**src/rtl/nim_pkg.sv**
```systemverilog
// Shared types and elaboration helpers for the Nim rules engine.
// Pure declarations: no logic, no latency, no flow control.
package nim_pkg;

  typedef enum logic [1:0] {
    SELECT = 2'd0,
    TAKING = 2'd1,
    OVER   = 2'd2
  } state_t;

  function automatic int clog2(input int v);
    int r;
    r = 0;
    for (int i = 0; i < 31; i++) begin
      if ((1 << i) < v) r = i + 1;
    end
    return r;
  endfunction

  // Starting heap i holds 2i+1 stones, capped at the per-heap maximum.
  function automatic int init_count(input int i, input int max);
    return (2 * i + 1 < max) ? 2 * i + 1 : max;
  endfunction

endpackage

```
**src/rtl/nim_score_counter.sv**
```systemverilog
// Saturating win counter; inc/clr act on the next clock edge, no backpressure.
// Holds at all-ones instead of wrapping so the scoreboard never rolls over.
module nim_score_counter #(
  parameter int W = 4
) (
  input  logic         clk,
  input  logic         reset,
  input  logic         clr,
  input  logic         inc,
  output logic [W-1:0] count
);

  always_ff @(posedge clk) begin
    if (reset || clr) begin
      count <= '0;
    end else if (inc && (count != '1)) begin
      count <= count + 1'b1;
    end
  end

endmodule

```
**src/rtl/nim_game_core.sv**
```systemverilog
// Two-player Nim rules engine: heaps, turn legality, game over and scores.
// Every accepted pulse shows on the registered outputs one cycle later; no backpressure, illegal actions pulse err.
module nim_game_core
  import nim_pkg::*;
#(
  parameter  int N_ROWS     = 4,
  parameter  int MAX_STONES = 7,
  parameter  int MISERE     = 0,
  parameter  int SCORE_W    = 4,
  localparam int RW         = clog2(N_ROWS),
  localparam int CW         = clog2(MAX_STONES + 1)
) (
  input  logic                 clk,
  input  logic                 reset,
  input  logic                 sel_valid,
  input  logic [RW-1:0]        sel_row,
  input  logic                 take,
  input  logic                 end_turn,
  input  logic                 newgame,
  output logic [N_ROWS*CW-1:0] heaps,
  output logic [RW-1:0]        active_row,
  output logic                 row_locked,
  output logic                 player,
  output logic                 turn_done,
  output logic                 game_over,
  output logic                 winner,
  output logic [SCORE_W-1:0]   score_p0,
  output logic [SCORE_W-1:0]   score_p1,
  output logic                 err
);

  state_t        state;
  logic [CW-1:0] heap_q [N_ROWS];
  logic [CW-1:0] taken;
  logic          all_zero;
  logic          row_ok;
  logic          win_next;
  logic          game_won;

  always_comb begin
    all_zero = 1'b1;
    for (int i = 0; i < N_ROWS; i++) begin
      if (heap_q[i] != '0) all_zero = 1'b0;
    end
  end

  assign row_ok   = int'(sel_row) < N_ROWS;
  assign win_next = player ^ 1'(MISERE);
  assign game_won = !newgame && (state == TAKING) && end_turn && (taken != '0) && all_zero;

  for (genvar g = 0; g < N_ROWS; g++) begin : g_heaps
    assign heaps[g*CW +: CW] = heap_q[g];
  end

  always_ff @(posedge clk) begin
    if (reset) begin
      for (int i = 0; i < N_ROWS; i++) heap_q[i] <= CW'(init_count(i, MAX_STONES));
      state      <= SELECT;
      taken      <= '0;
      player     <= 1'b0;
      active_row <= '0;
      row_locked <= 1'b0;
      turn_done  <= 1'b0;
      err        <= 1'b0;
      game_over  <= 1'b0;
      winner     <= 1'b0;
    end else begin
      turn_done <= 1'b0;
      err       <= 1'b0;
      if (newgame) begin
        for (int i = 0; i < N_ROWS; i++) heap_q[i] <= CW'(init_count(i, MAX_STONES));
        state      <= SELECT;
        taken      <= '0;
        row_locked <= 1'b0;
        game_over  <= 1'b0;
        // The loser of a finished game opens the next one.
        if (state == OVER) player <= ~winner;
      end else begin
        case (state)
          SELECT: begin
            if (end_turn) begin
              err <= 1'b1;
            end else if (sel_valid) begin
              if (row_ok && (heap_q[sel_row] != '0)) begin
                active_row <= sel_row;
                row_locked <= 1'b1;
                state      <= TAKING;
              end else begin
                err <= 1'b1;
              end
            end else if (take) begin
              err <= 1'b1;
            end
          end
          TAKING: begin
            if (end_turn) begin
              if (taken != '0) begin
                turn_done  <= 1'b1;
                row_locked <= 1'b0;
                taken      <= '0;
                if (all_zero) begin
                  state     <= OVER;
                  game_over <= 1'b1;
                  winner    <= win_next;
                end else begin
                  player <= ~player;
                  state  <= SELECT;
                end
              end else begin
                err <= 1'b1;
              end
            end else if (sel_valid) begin
              if (sel_row != active_row) err <= 1'b1;
            end else if (take) begin
              if (heap_q[active_row] != '0) begin
                heap_q[active_row] <= heap_q[active_row] - 1'b1;
                taken              <= taken + 1'b1;
              end else begin
                err <= 1'b1;
              end
            end
          end
          OVER: begin
            if (end_turn || sel_valid || take) err <= 1'b1;
          end
          default: state <= SELECT;
        endcase
      end
    end
  end

  nim_score_counter #(.W(SCORE_W)) u_score_p0 (
    .clk  (clk),
    .reset(reset),
    .clr  (1'b0),
    .inc  (game_won && !win_next),
    .count(score_p0)
  );

  nim_score_counter #(.W(SCORE_W)) u_score_p1 (
    .clk  (clk),
    .reset(reset),
    .clr  (1'b0),
    .inc  (game_won && win_next),
    .count(score_p1)
  );

endmodule

```
**config.mk**
```make
export PLATFORM = sky130hd
export DESIGN_NAME = nim_game_core
export DESIGN_NICKNAME = d
export VERILOG_FILES = /design/src/rtl/nim_pkg.sv /design/src/rtl/nim_score_counter.sv /design/src/rtl/nim_game_core.sv
export SDC_FILE = /design/constraint.sdc
export NUM_CORES = 1
export LEC_CHECK = 0
export ABC_AREA = 1
export CAP_MARGIN = 40
export CELL_PAD_IN_SITES_DETAIL_PLACEMENT = 1
export CELL_PAD_IN_SITES_GLOBAL_PLACEMENT = 2
export CORE_MARGIN = 1.5
export CORE_UTILIZATION = 29
export DETAILED_ROUTE_END_ITERATION = 12
export GPL_TIMING_DRIVEN = 0
export PLACE_DENSITY = 0.87
export SLEW_MARGIN = 0
export SYNTH_ARGS = -nofsm -noshare
export SYNTH_HDL_FRONTEND = slang
export SYNTH_SLANG_ARGS = --single-unit
```
**constraint.sdc**
```tcl
create_clock -name clk -period 2.45 [get_ports clk]
set_input_delay 0.3675 -clock clk [delete_from_list [all_inputs] [get_ports clk]]
set_output_delay 0.3675 -clock clk [all_outputs]
set_load 0.02 [all_outputs]
```
## Word-level counts from Yosys, hierarchy flattened

Memory sizes are Yosys's and may differ from the RTL's. A register that Yosys moved wholly into a read port is not among the register bits.
Cells that the tools add are included.
W data, S select, Z words.

- Memories kept: 1
- Bits in writable memories: 12
- Output and inout port bits: 28
- Input port bits: 8
- Bits in registers: 21
- Latch bits: 0
- Memory bits (read-only): 0

Memories:

| name | words | width | rd ports | clocked after memory_dff | write ports | RTL line | RTL |
|---|---|---|---|---|---|---|---|
| heap_q | 4 | 3 | 6 | 1 | 4 | nim_game_core.sv:33 | `logic [CW-1:0] heap_q [N_ROWS];` |

- $lt $le $gt $ge: 0
- Multiply operators: 0
- Add/sub/neg operators: 4
- Equality and inequality tests: 14
- Reductions and logical operators: 36
- Bitwise logic cells: 10
- Shift-type cells: 0
- Div/mod/pow operators: 0
- Mux-type cells: 63

Operator list:

| kind | number |
|---|---|
| $mux W1 | 41 |
| $mux W3 | 10 |
| $reduce_bool A3 Y1 | 7 |
| $reduce_and A5 Y1 | 4 |
| $mux W2 | 9 |
| $reduce_and A6 Y1 | 2 |
| $reduce_bool A2 Y1 | 6 |
| $ne A2 B2 Y1 const B | 5 |
| $add A4 B1 Y4 const B | 2 |
| $logic_and A1 B1 Y1 | 8 |
| $ne A2 B1 Y1 const B | 4 |
| $ne A4 B4 Y1 const B | 2 |
| $not A1 Y1 | 6 |
| $pmux W2 S3 | 1 |
| $or A1 B1 Y1 | 4 |
| $reduce_and A4 Y1 | 1 |
| $reduce_or A4 Y1 | 1 |
| $add A3 B1 Y3 const B | 1 |
| $pmux W1 S3 | 1 |
| $reduce_or A3 Y1 | 1 |
| $sub A3 B1 Y3 const B | 1 |
| $eq A2 B1 Y1 const B | 1 |
| $eq A2 B2 Y1 const B | 1 |
| $logic_not A1 Y1 | 2 |
| other kinds (5) | 6 |

## Depth between registers and ports, before layout

- Depth after elaboration: 11
- Depth in mapped cells: 11
- Depth with buffers taken out: 11

## Modules after synthesis

Synthesis repeated with hierarchy kept, for this count alone.

- Cells, all modules: 250
- Area, all modules: 1889.3 sq um

By module, submodules not included:

| module | seq. area each (sq um) | times used | cells each | area each (sq um) |
|---|---|---|---|---|
| nim_game_core | 660.6 | 1 | 188 | 1451.4 |
| nim_score_counter | 80.1 | 2 | 31 | 219.0 |

## Worst setup path after synthesis

Ideal clock, no wire load.

- Path kind: register to register
- Start point: memory heap_q[0][0] (netlist name)
- End point: memory heap_q[3][0] (netlist name) (enable)
- Required time: 2.148 ns
- Setup slack: 0.396 ns
- Period minus slack after synthesis: 2.054 ns
- Stages on the path, launching flop included: 11
- Arrival: 1.752 ns
- Library setup time: 0.302 ns
- Cell sequence: edfxtp_1 > inv_1 > nor2_1 > inv_1 > a32oi_1 > inv_1 > ha_1 > nand2_1 > nand2_2 > nor3_2 > or2_1

RTL lines:

| item | RTL line |
|---|---|
| from (decl) | nim_game_core.sv:33 |

==> results.ini <==
[critical_path]
cp.required_ps = 2450
crit_arrival_ps = 2270
crit_type = register to register
cp-end-kind = register
startpoint_type = register
crit_fanout = 9

[sta]
rsz0062_at_grt = no
hold_viol = 0
tightest_slew_ps = 404
setup_ws_ps = 180
slew_viol_final = 0
fmax_ghz = 0.441
whs_ps = 285
setup_viol = 0
slew_headroom_pct = 73.0
fin_tns_setup_ps = 0
finClkSkew_ps = 6.57
final.min_clock_period_ps = 2270
finalCritPeriodShare_pct = 92.6

[detailed_routing]
wl_per_cell_um = 13.5
drc = 3
wl_met2_mm = 2.43
ant_nets = 0
firstDrtPassIters = 8
drt_iter0_drc = 68
routed_wl_mm = 5.16
vias = 1849
viasPerCell = 4.83
top_layer_used = met4
wl_met1_mm = 2.51
wl_met3_um = 149

[finish]
nFillCells = 812
fin_nets = 319
drive_above_1_share_pct = 9.15
areaGrowthSynthToFinish_pct = 27.5
num_antenna_cells = 0

[power_and_ir_drop]
p_comb_share_pct = 12.2
seqPwrFrac_pct = 52.3
leakage_nw = 0.996
peakVddDrop_mv = 0.225
swShare_pct = 27.3
p_per_area_mw_per_mm2 = 471
switchingPower_mw = 0.323
p_int_mw = 0.858
clock_power_share_pct = 35.5

[global_route]
grt_start_max_net_pins = 12
grt_pass1_wl_mm = 8.78
antenna_found_initial = 0
grt_pass1_vias = 1826
grt_overflow = 0
track_usage_pct = 15.4

[clock_tree]
cts_sinks = 35
clockBufferDepth = 2
root_buffer = clkbuf_8
clock_latency_ps = 290
postCtsSetupRepairBufs = 0
clk_pin_slew_ps = 70
cts_tree = yes
htree_levels = 2
numCtsBuffers = 5

[die]
die_h_um = 85.3
die_area_mm2 = 0.00728
core_area_mm2 = 0.00646
rows = 29
floorplan.initialDensity_pct = 30.4
ios = 36
die_w_um = 85.3

[status]
status = finished with violations
violations = design-rule violations

[synthesis]
ys.flop_type = dfxtp_1
synth_edf_count = 12
synth.distinct_cells = 26
yosysWarnings = 0
seq_area_frac_synth_pct = 41.8
syn_inst = 264
synthTopCellsByArea = dfxtp_1 (23%), edfxtp_1 (18%), nand2_1 (11%)
yosys_register_bits = 35
synth_area_leader_cell = dfxtp_1
syn_area_per_cell_um2 = 7.44
synthArstFlopShare_pct = 0
syn-num-nets = 278
syn_area_mm2 = 0.00196
synth.top_cell.area_share_pct = 23.4

[placement]
place.gp.congestion = 0.808
io_buffers = 34
dpl_worst_slack_ps = 2.95
hpwl_mm = 4.08

[run]
cap_viol_max_count = 0

[worst_hold_path]
hold_path.class = input port to register

==> cells in the mapped netlist, types with 2 or more instances <==
cell / instances
nand2_1: 59
dfxtp_1: 23
edfxtp_1: 12
nand4_1: 10
xor2_1: 3
ha_1: 6
nor2_1: 34
nand3_1: 22
xnor2_1: 3
inv_2: 5
nor2_4: 3
nor3_2: 5
o21ai_0: 11
inv_1: 34
buf_6: 2
a21oi_1: 20
nor3_1: 3
==> layer usage <==
metal	up-vias	track usage, %
met3	5	3.50
met4	0	4.84
met1	876	20.2
met2	23	25.4
met5	-	0
li1	945	-
==> cell usage in the layout, fill, tap and decap left out <==
master / instances
nor3_1: 3
xnor2_1: 3
nor2_1: 34
clkinv_2: 2
clkbuf_1: 1
clkinvlp_4: 1
nand3_2: 1
nand4_1: 10
edfxtp_1: 12
a32oi_4: 1
nor2_4: 3
or2_1: 1
a21oi_1: 20
nand2_1: 59
o21ai_0: 11
inv_2: 5
dfxtp_1: 23
nand3_1: 22
nand3_4: 1
xor2_1: 3
nor3_2: 5
o21ai_1: 1
clkdlybuf4s50_1: 34
ha_1: 6
inv_1: 34
buf_6: 2
o31ai_1: 1
buf_2: 1
clkbuf_8: 5
nand2_2: 1
==> kinds of logic (layout without fill, tap and decap cells) <==
| kind of cell | Yosys count | count (layout) | share of synthesized area [%] |
|---|---|---|---|
| simple gates | 140 | 140 | 33.6 |
| buf+inv | 43 | 85 | 9.11 |
| flops | 35 | 35 | 41.8 |
| compound gates | 34 | 34 | 8.98 |
| fa+ha+maj | 6 | 6 | 3.82 |
| xor+xnor | 6 | 6 | 2.68 |
==> power by group through the flow <==
| stage | clock network (mW) | logic [mW] | registers (mW) |
|---|---|---|---|
| floorplan | 0 | 0.0787 | 0.637 |
| global placement | 0 | 0.139 | 0.631 |
| detailed placement | 0 | 0.142 | 0.631 |
| CTS | 0.431 | 0.144 | 0.617 |
| global route | 0.464 | 0.163 | 0.619 |
| finish | 0.419 | 0.144 | 0.617 |
==> flip-flops by register name, summed over array words and instances, names as in the netlist, named ones only <==
signal,flops
winner,1
err,1
state,2
u_score_p0.count,4
player,1
u_score_p1.count,4
turn_done,1
taken,3
heap_q,12
active_row,2
row_locked,1
game_over,1
==> metrics by stage <==
stage,utilization [%],total power [mW],cells,area (um2)
floorplan,-,0.716,264,1960
global placement,37.2,0.770,375,2400
detailed placement,37.2,0.773,375,2400
CTS,38.6,1.19,383,2490
global route,38.8,1.25,383,2500
finish,38.8,1.18,383,2500
==> area by class of cell <==
| cell class | instances | area, um2 | share of cell area (%) |
|---|---|---|---|
| Multi-Input combinational cell | 186 | 983 | 39.3 |
| Sequential cell | 35 | 821 | 32.8 |
| Timing Repair Buffer | 34 | 340 | 13.6 |
| Inverter | 40 | 151 | 6.04 |
| Tap cell | 77 | 96.3 | 3.85 |
| Clock buffer | 6 | 72.6 | 2.90 |
| Buffer | 3 | 27.5 | 1.10 |
| Clock inverter | 2 | 12.5 | 0.500 |
==> critical path: stages (launching register included) <==
cell and delay, ps:
dfxtp_1 300, buf_2 160, inv_1 140, nand2_1 110, a32oi_4 300, inv_1 110
ha_1 240, nand2_1 90, nand2_2 110, nor3_2 220, or2_1 200
==> final timing paths <==
kind	startpoint	endpoint	slack, ps	cells past startpoint
hold reg to reg	row_locked	row_locked	450	2
setup reg to reg	register	heap_q[3][0]	180	10
setup / recovery	register	heap_q[3][0]	180	10
hold / removal	reset	u_score_p1.count[1]	290	2
==> timing repair <==
| item | 4_1_cts | 5_1_grt |
|---|---|---|
| setup endpoints to repair | 9 | 9 |
| hold buffers | 0 | 0 |
| resized for setup | 1 | 1 |
Power figures use the tool's default switching activity.
